## src/rtl/regfile_pkg.sv

```systemverilog
// regfile_pkg: shared constants and types for the register-file sequencer.
// Opcodes, WriteDst encoding, FSM state type, data/address widths.
package regfile_pkg;

    localparam int DW = 16;
    localparam int AW = 4;

    localparam logic [3:0] OP_ADD   = 4'd0;
    localparam logic [3:0] OP_SUB   = 4'd1;
    localparam logic [3:0] OP_AND   = 4'd2;
    localparam logic [3:0] OP_OR    = 4'd3;
    localparam logic [3:0] OP_MUL   = 4'd4;
    localparam logic [3:0] OP_DIV   = 4'd5;
    localparam logic [3:0] OP_SWAP  = 4'd6;
    localparam logic [3:0] OP_MOV15 = 4'd7;

    typedef enum logic [1:0] {
        WD_OP1  = 2'b00,
        WD_BOTH = 2'b01,
        WD_R15  = 2'b10,
        WD_NONE = 2'b11
    } wdst_t;

    typedef enum logic [1:0] {
        S_IDLE = 2'd0,
        S_READ = 2'd1,
        S_EXEC = 2'd2,
        S_WB   = 2'd3
    } state_t;

endpackage

```

## src/rtl/seq_divider.sv

```systemverilog
// seq_divider: iterative unsigned restoring divider, one quotient bit per clock.
// Ports: clk, rst (async low), start + dividend/divisor in; busy, quotient, remainder out.
module seq_divider #(
    parameter int W = 16
) (
    input  logic         clk,
    input  logic         rst,
    input  logic         start,
    input  logic [W-1:0] dividend,
    input  logic [W-1:0] divisor,
    output logic         busy,
    output logic [W-1:0] quotient,
    output logic [W-1:0] remainder
);

    localparam int CW = $clog2(W + 1);

    logic [W-1:0]  rem_q, quo_q, dvs_q;
    logic [CW-1:0] cnt_q;

    logic [W-1:0] src_rem, src_quo, src_dvs;
    logic [W:0]   shifted, diff;
    logic [W-1:0] nxt_rem, nxt_quo;

    // The start cycle already performs the first iteration, so the
    // result is complete W edges after start is sampled.
    always_comb begin
        src_rem = start ? '0 : rem_q;
        src_quo = start ? dividend : quo_q;
        src_dvs = start ? divisor : dvs_q;
        shifted = {src_rem, src_quo[W-1]};
        diff    = shifted - {1'b0, src_dvs};
        if (!diff[W]) begin
            nxt_rem = diff[W-1:0];
            nxt_quo = {src_quo[W-2:0], 1'b1};
        end else begin
            nxt_rem = shifted[W-1:0];
            nxt_quo = {src_quo[W-2:0], 1'b0};
        end
    end

    always_ff @(posedge clk or negedge rst) begin
        if (!rst) begin
            rem_q <= '0;
            quo_q <= '0;
            dvs_q <= '0;
            cnt_q <= '0;
        end else if (start) begin
            rem_q <= nxt_rem;
            quo_q <= nxt_quo;
            dvs_q <= divisor;
            cnt_q <= CW'(W - 1);
        end else if (cnt_q != '0) begin
            rem_q <= nxt_rem;
            quo_q <= nxt_quo;
            cnt_q <= cnt_q - 1'b1;
        end
    end

    assign busy      = (cnt_q != '0);
    assign quotient  = quo_q;
    assign remainder = rem_q;

endmodule

```

## src/rtl/regfile_sequencer.sv

```systemverilog
// regfile_sequencer: multi-cycle initiator driving a 16x16 register file.
// Ports: instr/valid/ready in; ReadAdd1/2 + Data1/2/15 reads; WriteReg1/2/15 + WriteDst, done, err.
module regfile_sequencer
    import regfile_pkg::*;
#(
    parameter int DIV_CYCLES = 16
) (
    input  logic          clk,
    input  logic          rst,
    input  logic [DW-1:0] instr,
    input  logic          instr_valid,
    output logic          instr_ready,
    output logic [AW-1:0] ReadAdd1,
    output logic [AW-1:0] ReadAdd2,
    input  logic [DW-1:0] Data1,
    input  logic [DW-1:0] Data2,
    input  logic [DW-1:0] Data15,
    output logic [DW-1:0] WriteReg1,
    output logic [DW-1:0] WriteReg2,
    output logic [DW-1:0] WriteReg15,
    output logic [1:0]    WriteDst,
    output logic          done,
    output logic          err
);

    state_t state_q, state_d;

    logic [3:0]    op_q;
    logic [AW-1:0] a1_q, a2_q;
    logic [DW-1:0] opa_q, opb_q, r15_q;
    logic [4:0]    cnt_q;
    logic [DW-1:0] wr1_q, wr2_q, wr15_q;
    wdst_t         wd_q;
    logic          err_q;

    logic [3:0] unused_instr;
    assign unused_instr = instr[3:0];

    logic exec_last;
    assign exec_last = (state_q == S_EXEC) &&
                       ((op_q != OP_DIV) ||
                        (cnt_q == 5'(DIV_CYCLES - 1)));

    // Divider is launched from READ on the live read data so that its
    // last iteration lands before EXEC ends.
    logic          div_start;
    logic          div_busy_unused;
    logic [DW-1:0] div_quo, div_rem;

    assign div_start = (state_q == S_READ) && (op_q == OP_DIV);

    seq_divider #(.W(DW)) u_div (
        .clk       (clk),
        .rst       (rst),
        .start     (div_start),
        .dividend  (Data1),
        .divisor   (Data2),
        .busy      (div_busy_unused),
        .quotient  (div_quo),
        .remainder (div_rem)
    );

    // State register
    always_ff @(posedge clk or negedge rst) begin
        if (!rst) state_q <= S_IDLE;
        else      state_q <= state_d;
    end

    // Next-state logic
    always_comb begin
        state_d = state_q;
        case (state_q)
            S_IDLE: if (instr_valid) state_d = S_READ;
            S_READ: state_d = S_EXEC;
            S_EXEC: if (exec_last) state_d = S_WB;
            S_WB:   state_d = S_IDLE;
            default: state_d = S_IDLE;
        endcase
    end

    // Output logic: WriteDst is forced to no-write outside WB so a reset
    // or an in-flight instruction can never cause a stray write.
    always_comb begin
        instr_ready = (state_q == S_IDLE);
        done        = (state_q == S_WB);
        err         = (state_q == S_WB) && err_q;
        WriteDst    = (state_q == S_WB) ? wd_q : WD_NONE;
    end

    assign ReadAdd1   = a1_q;
    assign ReadAdd2   = a2_q;
    assign WriteReg1  = wr1_q;
    assign WriteReg2  = wr2_q;
    assign WriteReg15 = wr15_q;

    // Execute datapath
    logic signed [31:0] prod;
    logic [DW-1:0]      res1, res2, res15;
    wdst_t              wd;
    logic               bad;

    assign prod = $signed(opa_q) * $signed(opb_q);

    always_comb begin
        res1  = opa_q;
        res2  = opb_q;
        res15 = r15_q;
        wd    = WD_NONE;
        bad   = 1'b0;
        unique case (op_q)
            OP_ADD: begin res1 = opa_q + opb_q; wd = WD_OP1; end
            OP_SUB: begin res1 = opa_q - opb_q; wd = WD_OP1; end
            OP_AND: begin res1 = opa_q & opb_q; wd = WD_OP1; end
            OP_OR:  begin res1 = opa_q | opb_q; wd = WD_OP1; end
            OP_MUL: begin
                res1  = prod[15:0];
                res15 = prod[31:16];
                wd    = WD_R15;
            end
            OP_DIV: begin
                if (opb_q == '0) begin
                    bad = 1'b1;
                end else begin
                    res1  = div_quo;
                    res15 = div_rem;
                    wd    = WD_R15;
                end
            end
            OP_SWAP: begin
                res1 = opb_q;
                res2 = opa_q;
                wd   = WD_BOTH;
            end
            OP_MOV15: begin res1 = r15_q; wd = WD_OP1; end
            default: bad = 1'b1;
        endcase
    end

    always_ff @(posedge clk or negedge rst) begin
        if (!rst) begin
            op_q   <= '0;
            a1_q   <= '0;
            a2_q   <= '0;
            opa_q  <= '0;
            opb_q  <= '0;
            r15_q  <= '0;
            cnt_q  <= '0;
            wr1_q  <= '0;
            wr2_q  <= '0;
            wr15_q <= '0;
            wd_q   <= WD_NONE;
            err_q  <= 1'b0;
        end else begin
            if (state_q == S_IDLE && instr_valid) begin
                op_q <= instr[15:12];
                a1_q <= instr[11:8];
                a2_q <= instr[7:4];
            end
            if (state_q == S_READ) begin
                opa_q <= Data1;
                opb_q <= Data2;
                r15_q <= Data15;
            end
            if (state_q == S_EXEC) cnt_q <= cnt_q + 5'd1;
            else                   cnt_q <= '0;
            if (exec_last) begin
                wr1_q  <= res1;
                wr2_q  <= res2;
                wr15_q <= res15;
                wd_q   <= wd;
                err_q  <= bad;
            end
        end
    end

endmodule
```

## config.mk

```make
export PLATFORM = sky130hd
export DESIGN_NAME = regfile_sequencer
export DESIGN_NICKNAME = d
export VERILOG_FILES = /design/src/rtl/regfile_pkg.sv /design/src/rtl/seq_divider.sv /design/src/rtl/regfile_sequencer.sv
export SDC_FILE = /design/constraint.sdc
export NUM_CORES = 1
export LEC_CHECK = 0
export CAP_MARGIN = 20
export CORE_MARGIN = 1.5
export CORE_UTILIZATION = 35
export DETAILED_ROUTE_END_ITERATION = 7
export HOLD_SLACK_MARGIN = 0.1
export MAX_ROUTING_LAYER = met4
export PLACE_DENSITY = 0.52
export SETUP_SLACK_MARGIN = 0.15
export SKIP_CTS_REPAIR_TIMING = 1
export SKIP_LAST_GASP = 1
export SYNTH_ARGS = -nofsm -noshare
export SYNTH_HDL_FRONTEND = slang
export SYNTH_SLANG_ARGS = --single-unit
export TNS_END_PERCENT = 1
```

## constraint.sdc

```tcl
create_clock -name clk -period 9.7 [get_ports clk]
set_clock_uncertainty 0.2 [all_clocks]
set_input_delay 1.94 -clock clk [delete_from_list [all_inputs] [get_ports clk]]
set_output_delay 1.94 -clock clk [all_outputs]
set_load 0.01 [all_outputs]
```

==> reports/metrics.yaml <==
outcome: "finished clean"
drive_above_1_share_pct: 8.032
crit_required_ps: 9860
ys_types: 76
fin_crit_ps: 7460
clock-sinks: 171
antenna_found_initial: 0
cts_root_buf: "clkbuf_16"
rrSetupSlack_ps: 2240
wl_met1_um: 26810
mostFrequentLayoutCell: "inv_1"
hpwl_um: 45420
cts_made_buffers: 17
holdPathStages: 2
postRouteAntennaNets: 0
syn2layout_area_growth_pct: 13.21
crit_chain: "nand2_1 -> inv_1 -> fa_1 -> fa_1 -> fa_1 -> fa_1 -> fa_1 -> inv_1 -> fa_1 -> inv_1 -> ha_1 -> and3_1 -> a221o_1 -> nand2_1 -> nand2b_1 -> o21bai_1 -> a2111oi_0 -> o21bai_1 -> xnor2_1 -> o22ai_1"
crit_type: "flop to flop"
arrival_ps: 7620
rr_startpoint: "opa_q[15]"
worstReg2RegEnd: "WriteReg15[15]"
dr_wl_met2_um: 28110
tritoncts: "done"
drtPass1Iterations: 5
setup_violations: 0
die_y_um: 241.7
grt_max_degree: 105
grt_pass1_vias: 16560
overflow: 0
syn_area_sq_um: 19940
mostFrequentLayoutCells: "inv_1, fa_1, nand2_1, dfrtp_1, and2_1"
wl_per_cell_um: 20.26
hold_viol: 0
final_max_slew_viol_count: 0
finalCritPeriodShare_pct: 76.91
crit_slowest_cell: "dfrtp_1"
synthFlopType: "dfrtp_1"
initial_core_util_pct: 35.37
yosysSeqAreaShare_pct: 21.47
yosysWarnings: 0
worstHoldStart: "wd_q[0]"
drc: 0
place_congestion: 0.8905
synth_edf_count: 0
drt_iter0_markers: 1113
insertion_delay_ps: 500
grt_setup_unrepaired: "no"
critPathMaxStageDelay_ps: 940
critPathMaxFanout: 22
hold_path_end: "wd_q[0]"
portBuffers: 123
crit_buf_inv: 3
cp-start-kind: "flop"
worstMarginPinSlew_ps: 1163
synthCells: 2139
syn-num-nets: 2594
maxCapViolCount: 0
grt_pass1_wl_um: 96490
clk_pin_slew_worst_paths_ps: 80
vias: 15500
die-area_sq_um: 58420
ys_ff_latch: 171
fmax_mhz: 134.0
wl_met3_um: 3675
die_w_um: 241.7
diodes: 0
highest_layer: "met4"
core_area_sq_um: 56390
hold_class: "flop to flop"
setup.worst_path.end_class: "flop"
grt_usage_pct: 22.19
slew_headroom_pct: 22.48
pin_count: 128
fin_nets: 2658
nFillCells: 5767
viasPerCell: 5.217
num_rows: 87
synth.avg_cell_area_sq_um: 9.324
path_common_cell: "fa_1"
wirelength_um: 60220
worstSetupStartpoint: "opa_q[15]"
fin_tns_setup_ps: 0
rr_worst_depth: 20
synthArstFlopShare_pct: 100.0
h-tree-depth: 4
clk_path_buf_depth: 2
crit_family: "adder cells"
[sequential cells by signal, summed over array words and instances, names as in the netlist, 16 cells and up]
signal	count
WriteReg1	16
WriteReg15	16
WriteReg2	16
opa_q	16
opb_q	16
r15_q	16
u_div.dvs_q	16
u_div.quotient	16
u_div.remainder	16
[metal layers]
metal,track usage [%],vias up
met2,34.97,459
met4,7.059,0
met5,-,-
li1,-,7034
met3,3.574,80
met1,29.21,7931
[final cells by class]
class | count | area, sq um | share of cell area (%)
Timing Repair Buffer | 167 | 1565 | 6.932
Sequential cell | 171 | 4282 | 18.96
Clock inverter | 15 | 177.7 | 0.7869
Inverter | 320 | 1201 | 5.320
Tap cell | 756 | 945.9 | 4.189
Multi-Input combinational cell | 1526 | 13980 | 61.93
Clock buffer | 17 | 425.4 | 1.884
[how the worst max path moves through the flow]
stage                                 to  slack [ps]  cells after the start
final                     WriteReg15[15]        2240                     20
after global routing      WriteReg15[15]        1790                     20
after CTS                 WriteReg15[15]        2160                     20
after detailed placement  WriteReg15[15]        2180                     20
after global placement    WriteReg15[15]        2260                     20
after floorplan           WriteReg15[15]        2980                     22
[worst register-to-register path, stage by stage, from the launching register on]
cell	delay (ps)
dfrtp_1	940
nand2_1	230
inv_1	170
fa_1	560
fa_1	940
fa_1	540
fa_1	500
fa_1	490
inv_1	50
fa_1	480
inv_1	40
ha_1	330
and3_1	210
a221o_1	290
nand2_1	80
nand2b_1	110
o21bai_1	260
a2111oi_0	470
o21bai_1	130
xnor2_1	220
o22ai_1	100
[synth_stat cells, types with 15 or more instances]
master / count / share of area (%)
o21ai_0: 77 / 1.9
nand2_1: 243 / 4.6
a21oi_1: 65 / 1.6
mux2i_1: 48 / 2.4
nor2b_1: 15 / 0.47
a221oi_1: 21 / 0.92
xnor2_1: 45 / 2.0
dfrtp_1: 169 / 21
ha_1: 124 / 7.8
a31oi_1: 36 / 1.1
mux2_2: 61 / 3.4
nand3_1: 24 / 0.60
xor2_1: 24 / 1.1
fa_1: 264 / 26
clkbuf_1: 95 / 1.8
and2_1: 149 / 4.7
nor2_1: 103 / 1.9
nand2b_1: 19 / 0.60
inv_1: 320 / 6.0
o22ai_1: 19 / 0.60
[kinds of logic (layout without fill, tap and decap cells)]
group,Yosys count,in the layout,share of synthesized area [%]
buf+inv,442,519,8.563
fa+ha+maj,396,396,34.68
xor+xnor,70,70,3.112
mux,109,109,5.853
flops,171,171,21.47
compound gates,329,329,10.98
simple gates,622,622,15.35
[per-stage QoR]
step / std cells / hold WS, ps / utilization (%) / cell area (sq um) / setup slack [ps]
CTS: 2972 / 261.4 / 40.04 / 22580 / 2158
detailed placement: 2940 / 249.8 / 38.97 / 21980 / 2177
floorplan: 2139 / 231.2 / - / 19940 / 2985
global route: 2972 / 281.7 / 40.04 / 22580 / 1790
global placement: 2940 / 243.9 / 38.97 / 21980 / 2256
finish: 2972 / 255.7 / 40.04 / 22580 / 2240
Power is not shown: default switching activity piles up to over one toggle a cycle in this logic, so the estimate is an artifact.
